===== src/rtl/clkdiv_prog.sv =====
// clkdiv_prog: runtime-programmable clock divider.
//
// Produces a divided square wave with programmable high time, and a one-cycle
// tick on the last cycle of each period. Both are registered data outputs
// meant for use as clock enables, not as clock nets. A new divisor/high-time
// pair is accepted through a valid/ready handshake into a one-deep pending
// slot. It takes effect at the next period boundary, or immediately while
// the divider is stopped.
//
// Ports:
//   clk        system clock, all logic on the rising edge
//   rst        synchronous active-high reset
//   en         run enable; 0 holds the counter at phase 0 with outputs low
//   cfg_valid  new configuration offered
//   cfg_ready  pending slot is empty and can accept a configuration
//   cfg_div    new period in clk cycles (0 is treated as 1)
//   cfg_high   new high time in clk cycles (>= period gives constant 1)
//   out        divided waveform
//   tick       one-cycle pulse on the last cycle of each period
//   phase      current counter value
module clkdiv_prog #(
  parameter int unsigned F0 = 50_000_000,
  parameter int unsigned F1 = 12_500_000,
  parameter int unsigned W  = 16
) (
  input  logic         clk,
  input  logic         rst,
  input  logic         en,
  input  logic         cfg_valid,
  output logic         cfg_ready,
  input  logic [W-1:0] cfg_div,
  input  logic [W-1:0] cfg_high,
  output logic         out,
  output logic         tick,
  output logic [W-1:0] phase
);

  localparam int unsigned    DEF_DIV_I = F0 / F1;
  localparam logic [W-1:0]   DEF_DIV   = W'(DEF_DIV_I);
  localparam logic [W-1:0]   DEF_HIGH  = W'(DEF_DIV_I / 2);

  // A zero period has no meaning; it is stored as the shortest legal period.
  function automatic logic [W-1:0] clamp_div(input logic [W-1:0] d);
    return (d == '0) ? W'(1) : d;
  endfunction

  logic [W-1:0] act_div, act_high;
  logic         pend_valid;
  logic [W-1:0] pend_div, pend_high;

  logic [W-1:0] cnt_p0;
  logic         out_p1, tick_p1;

  logic         xfer;
  logic         last_p0;

  assign cfg_ready = !pend_valid;
  assign xfer      = cfg_valid && cfg_ready;
  // act_div is never 0, so act_div-1 cannot wrap.
  assign last_p0   = (cnt_p0 == act_div - W'(1));

  // Stage p0: period counter, configuration slots.
  // Stage p1: waveform and tick registered from the p0 count.
  always_ff @(posedge clk) begin
    if (rst) begin
      cnt_p0     <= '0;
      out_p1     <= 1'b0;
      tick_p1    <= 1'b0;
      pend_valid <= 1'b0;
      pend_div   <= DEF_DIV;
      pend_high  <= DEF_HIGH;
      act_div    <= DEF_DIV;
      act_high   <= DEF_HIGH;
    end else begin
      if (!en) begin
        cnt_p0  <= '0;
        out_p1  <= 1'b0;
        tick_p1 <= 1'b0;
        // Stopped: nothing is being generated, so a pending setting can be
        // taken over without waiting for a boundary.
        if (pend_valid) begin
          act_div    <= pend_div;
          act_high   <= pend_high;
          pend_valid <= 1'b0;
        end
      end else begin
        out_p1  <= (cnt_p0 < act_high);
        tick_p1 <= last_p0;
        if (last_p0) begin
          cnt_p0 <= '0;
          if (pend_valid) begin
            act_div    <= pend_div;
            act_high   <= pend_high;
            pend_valid <= 1'b0;
          end
        end else begin
          cnt_p0 <= cnt_p0 + W'(1);
        end
      end
      // A transfer only happens with the slot empty, so it never collides
      // with the slot being applied on the same edge; a transfer on a
      // boundary edge therefore waits for the following boundary.
      if (xfer) begin
        pend_valid <= 1'b1;
        pend_div   <= clamp_div(cfg_div);
        pend_high  <= cfg_high;
      end
    end
  end

  assign out   = out_p1;
  assign tick  = tick_p1;
  assign phase = cnt_p0;

endmodule


===== config.mk =====
export PLATFORM = sky130hd
export DESIGN_NAME = clkdiv_prog
export DESIGN_NICKNAME = d
export VERILOG_FILES = /design/src/rtl/clkdiv_prog.sv
export SDC_FILE = /design/constraint.sdc
export NUM_CORES = 1
export LEC_CHECK = 0
export BUFFER_PORTS_ARGS = -buffer_cell sky130_fd_sc_hd__buf_4
export CORE_MARGIN = 5
export CORE_UTILIZATION = 55
export DETAILED_ROUTE_END_ITERATION = 8
export PLACE_DENSITY = 0.76
export RECOVER_POWER = 50
export SKIP_CTS_REPAIR_TIMING = 1
export SLEW_MARGIN = 20
export SYNTH_ARGS = -nofsm -noshare
export SYNTH_HDL_FRONTEND = slang
export SYNTH_SLANG_ARGS = --single-unit
export TNS_END_PERCENT = 20

===== constraint.sdc =====
create_clock -name clk -period 3.3 [get_ports clk]
set_input_delay 0.165 -clock clk [delete_from_list [all_inputs] [get_ports clk]]
set_output_delay 0.165 -clock clk [all_outputs]
set_load 0.01 [all_outputs]

---- Yosys cells after proc, flatten, opt, wreduce, memory -nomap -nowiden ----
Cells that the tools add are included.
operators by class
  $add $sub $neg .......................... 2
  order comparisons ....................... 1
  eq/ne operators ......................... 3
  mux-type cells .......................... 10
  bitwise logic cells ..................... 1
  reductions and logical operators ........ 5
operators by type and width
  operator                                                                 number
  16-bit two-way mux                                                       7
  16-bit by 1-bit adder with 16-bit output, second input constant          1
  16-bit == test                                                           1
  16-bit logical NOT                                                       1
  16-bit < comparator                                                      1
  16-bit by 1-bit subtractor with 16-bit output, second input constant     1
  1-bit two-way mux                                                        3
  3-bit by 1-bit inequality test with 1-bit output, second input constant  1
  3-bit OR reduction                                                       1
  2-bit by 1-bit inequality test with 1-bit output, second input constant  1
  2-bit OR reduction                                                       1
  1-bit logical AND                                                        1
  1-bit logical NOT                                                        1
  1-bit NOT                                                                1
word-level totals
  bits in registers ....................... 83
  bits of input ports ..................... 36
  output and inout port bits .............. 19
  word-level logic and storage cells ...... 30

---- Depth between registers and ports, before layout ----
  depth in word-level cells ............... 5
  gate-level depth with buffers ........... 11
  mapped depth without buffers ............ 9

---- Worst setup path before layout ----
OpenSTA, ideal clock, no wires.
  path type ............................... flip-flop to flip-flop
  start point ............................. reg act_div[8]
  end point ............................... reg act_div[0]
  setup time .............................. 0.072 ns
  data arrival time ....................... 2.809 ns
  data required time ...................... 3.228 ns
  slack ................................... 0.419 ns
  stages on the path, launching flop included .. 10
  buffers on the path ..................... 2
  period minus slack after synthesis ...... 2.881 ns
  path through ............................ dfxtp_1 -> buf_6 -> or4_4 -> or3_1 -> a2111oi_2 -> o21ai_1 -> or3_4 -> o32ai_4 -> buf_8 -> mux2i_1
between the ends
  word-level cells in the longest chain between the ends .. 3
RTL lines
  element                                                            line  RTL
  start, declared                                                    47    logic [W-1:0] act_div, act_high;
  start signal, assigned                                             82    act_div <= pend_div;
  start signal, assigned                                             92    act_div <= pend_div;
  16-bit by 1-bit subtractor with 16-bit output                      60    assign last_p0 = (cnt_p0 == act_div - W'(1));
  16-bit == test                                                     60
  2-bit by 1-bit inequality test with 1-bit output (no source line)  -
Every way passes these cells.
A chain may end at the register's enable or synchronous reset.

---- Worst setup path in the final report ----
  start point ............................. reg act_div[8]
  end point ............................... reg act_div[4]
The elaborated chain is that of the path after synthesis.

==> run_results.csv <==
group,metric,value,unit
detailed_routing,wire_per_inst,14.3,um
synth,synth_seq_cells,83,
synth,syn_area,4280,um^2
detailed_routing,num_vias,3397,
cells_and_area,fin_nets,596,
cells_and_area,drive_gt1_share,12.8,%
detailed_routing,drc,0,
worst_setup_path,crit_path_end_kind,"flop",
worst_setup_path,cp-endpoint,"act_div[4]",
synth,synth_edf_count,0,
worst_setup_path,reg2reg_to,"act_div[4]",
synth,synthArstFlopShare,0,%
synth,synth.top_cell.area_share,38.8,%
cells_and_area,syn_to_final_growth,13.7,%
synth,synth_top_area_cell,"dfxtp_1",
cells_and_area,final_util,63.6,%
synth,ys_types,49,
synth,ys.warnings.count,0,
timing,final.setup.tns,0,ns
power_and_ir_drop,power.leakage,1.88,nW
synth,syn-num-nets,549,
worst_setup_path,cp_num_cells,8,
timing,final-setup-viol-count,0,
placed_design,placed_area,4730,um^2
placed_design,portBuffers,54,
synth,synthFlopType,"dfxtp_1",
placed_design,finalWeightedCongestion,0.813,
grt,grt_pass1_vias,3340,
detailed_routing,routed_via_density,5.23,
worst_setup_path,cpLargestDelayFamily,"simple AND/OR/NAND/NOR gates",
worst_setup_path,startpoint,"act_div[8]",
timing,hold_viol_final,0,
run,max_cap_violations,1,
cts,h-tree-depth,3,
worst_hold_path,worstHoldPathType,"input port to flop",
cts,cts_tree,"built",
synth,synth_most_common_cell,"dfxtp_1",
die,rows,32,
cells_and_area,fin_area,4870,um^2
synth,synth_common_cells,"83 x dfxtp_1, 70 x nand2_1, 63 x nand2b_1, 37 x a21oi_1, 33 x mux2i_1",
cts,cts_buffers,9,
die,dieArea,9640,um^2
power_and_ir_drop,p_per_area,400,nW/um^2
die,die_h,98.2,um
power_and_ir_drop,peakVddDrop,236,uV
die,fp.dieW,98.2,um
worst_setup_path,path_class,"flop to flop",
worst_setup_path,critPathBufInv,1,
cells_and_area,ff_latch_area,1660,um^2
detailed_routing,dr.first_iter.drc_count,127,
cts,clk_pin_slew_worst_paths,0.09,ns
placed_design,hpwl,6.81,mm
cts,clockRootBuffer,"clkbuf_8",
worst_setup_path,worstPathArrival,3.39,ns
die,io_pins,55,
timing,final.setup_skew,0.0114,ns
worst_setup_path,r2r_slack,0.19,ns
cts,clk-insertion-delay-late,0.36,ns
worst_setup_path,crit_chain,"or4_4 -> or3_1 -> a2111oi_2 -> o21ai_1 -> or3_4 -> o32ai_4 -> buf_12 -> mux2i_1",
detailed_routing,drt_wl_total,9.26,mm
cells_and_area,n_fill_cell,730,
outcome,status,"finished with violations",
cts,clock_sinks,83,
worst_setup_path,r2r-start,"act_div[8]",
synth,netlist_top_cells_area,"dfxtp_1 39%, nand2b_1 9.2%, mux2i_1 7.7%",
detailed_routing,antenna_left,0,
die,coreArea,7650,um^2
detailed_routing,dr.pass1.iters,4,
timing,slew_headroom,-34.9,%
cells_and_area,multi_input_area,2410,um^2
worst_setup_path,ff2ff_path_depth,8,
grt,overflow,0,
worst_setup_path,crit_path_top_delay_cell,"or4_4",
die,start_util,56.0,%
grt,grt_max_degree,99,
power_and_ir_drop,power.total,0.00195,W
cells_and_area,diodes,0,
timing,rsz0062_at_grt,"no",
synth,avgSynthCellArea,8.63,um^2
grt,antenna_found_initial,0,
worst_setup_path,critPathMaxStageDelay,0.56,ns
cts,clock_path_buffers,2,
grt,grtUsageTotal,19.7,%
worst_setup_path,crit_fanout,21,
synth,synth_cells,496,
worst_setup_path,cp-start-kind,"flop",
timing,min_period_over_period,94.4,%
timing,max_clock_freq,0.321,GHz
outcome,violations,"capacitance limit, slew limit",
cells_and_area,stdcell_count,650,
worst_setup_path,cp.required,3.57,ns
synth,ys_seq_area_share,38.8,%
placed_design,dp.cells,632,
grt,grt_pass1_wl,15.6,mm
timing,min_period,3.11,ns
timing,slew_viol_final,34,
timing,worstMarginPinSlew,2.02,ns
==> how the worst min path moves through the flow <==
stage,startpoint,to,slack (ns),depth (start not counted)
after floorplan,cfg_div[2],pend_div[2],0.29,2
after global placement,cfg_high[1],pend_high[1],0.38,3
after detailed placement,cfg_high[1],pend_high[1],0.38,3
after CTS,cfg_high[1],pend_high[1],0.002,3
after global routing,cfg_high[1],pend_high[1],0.02,3
final,cfg_high[1],pend_high[1],0.01,3
==> registers in the layout, indices dropped and copies added (netlist names) <==
signal	count
act_div	16
pend_high	16
pend_div	16
phase	16
act_high	16
tick	1
pend_valid	1
out	1
==> cell type report <==
type | instances | share of cell area [%]
Clock buffer | 10 | 2.83
Tap cell | 102 | 2.62
Sequential cell | 83 | 34.1
Clock inverter | 6 | 0.951
Inverter | 21 | 1.62
Timing Repair Buffer | 61 | 8.20
Multi-Input combinational cell | 367 | 49.6
==> stage by stage <==
stage                     hold WS, ns  setup WS [ns]
after floorplan                 0.289          0.419
final                          0.0105          0.185
after global routing           0.0218         0.0692
after CTS                     0.00170          0.109
after global placement          0.376          0.282
after detailed placement        0.380          0.118
==> cells by family (layout without fill, tap and decap cells) <==
| group | Yosys count | after routing | share of synthesized area [%] |
|---|---|---|---|
| xor+xnor | 34 | 34 | 6.96 |
| buf+inv | 46 | 98 | 5.03 |
| mux | 33 | 33 | 7.72 |
| simple gates | 220 | 220 | 27.0 |
| flops | 83 | 83 | 38.8 |
| compound gates | 63 | 63 | 9.50 |
| fa+ha+maj | 17 | 17 | 4.97 |
==> tightest hold or removal path: stages <==
cell and delay, ns:
buf_4 0.08, nand2_1 0.04, nand3b_1 0.06
==> placed cells by master, fill, tap and decap left out, drive strengths merged, types with 12 or more instances in the layout <==
master,n
nand2,71
xnor2,15
nor2,28
nand3,12
ha,17
a21oi,37
dfxtp,83
nand2b,63
mux2i,33
buf,42
clkbuf,29
inv,24
xor2,19
==> power by group <==
part | switching [W] | internal [W]
combinational | 0.000104 | 0.0000993
sequential | 0.0000246 | 0.00103
clock | 0.000384 | 0.000300
total | 0.000513 | 0.00143
==> per-layer routing <==
| layer | vias up | part of all wire [%] | GRT usage, % |
|---|---|---|---|
| li1 | 1764 | - | - |
| met1 | 1563 | 48 | 27.3 |
| met4 | 0 | 0.80 | 4.83 |
| met5 | - | 0 | 0 |
| met3 | 7 | 6.2 | 5.14 |
| met2 | 63 | 45 | 30.8 |
(Power assumes the default switching activity.)
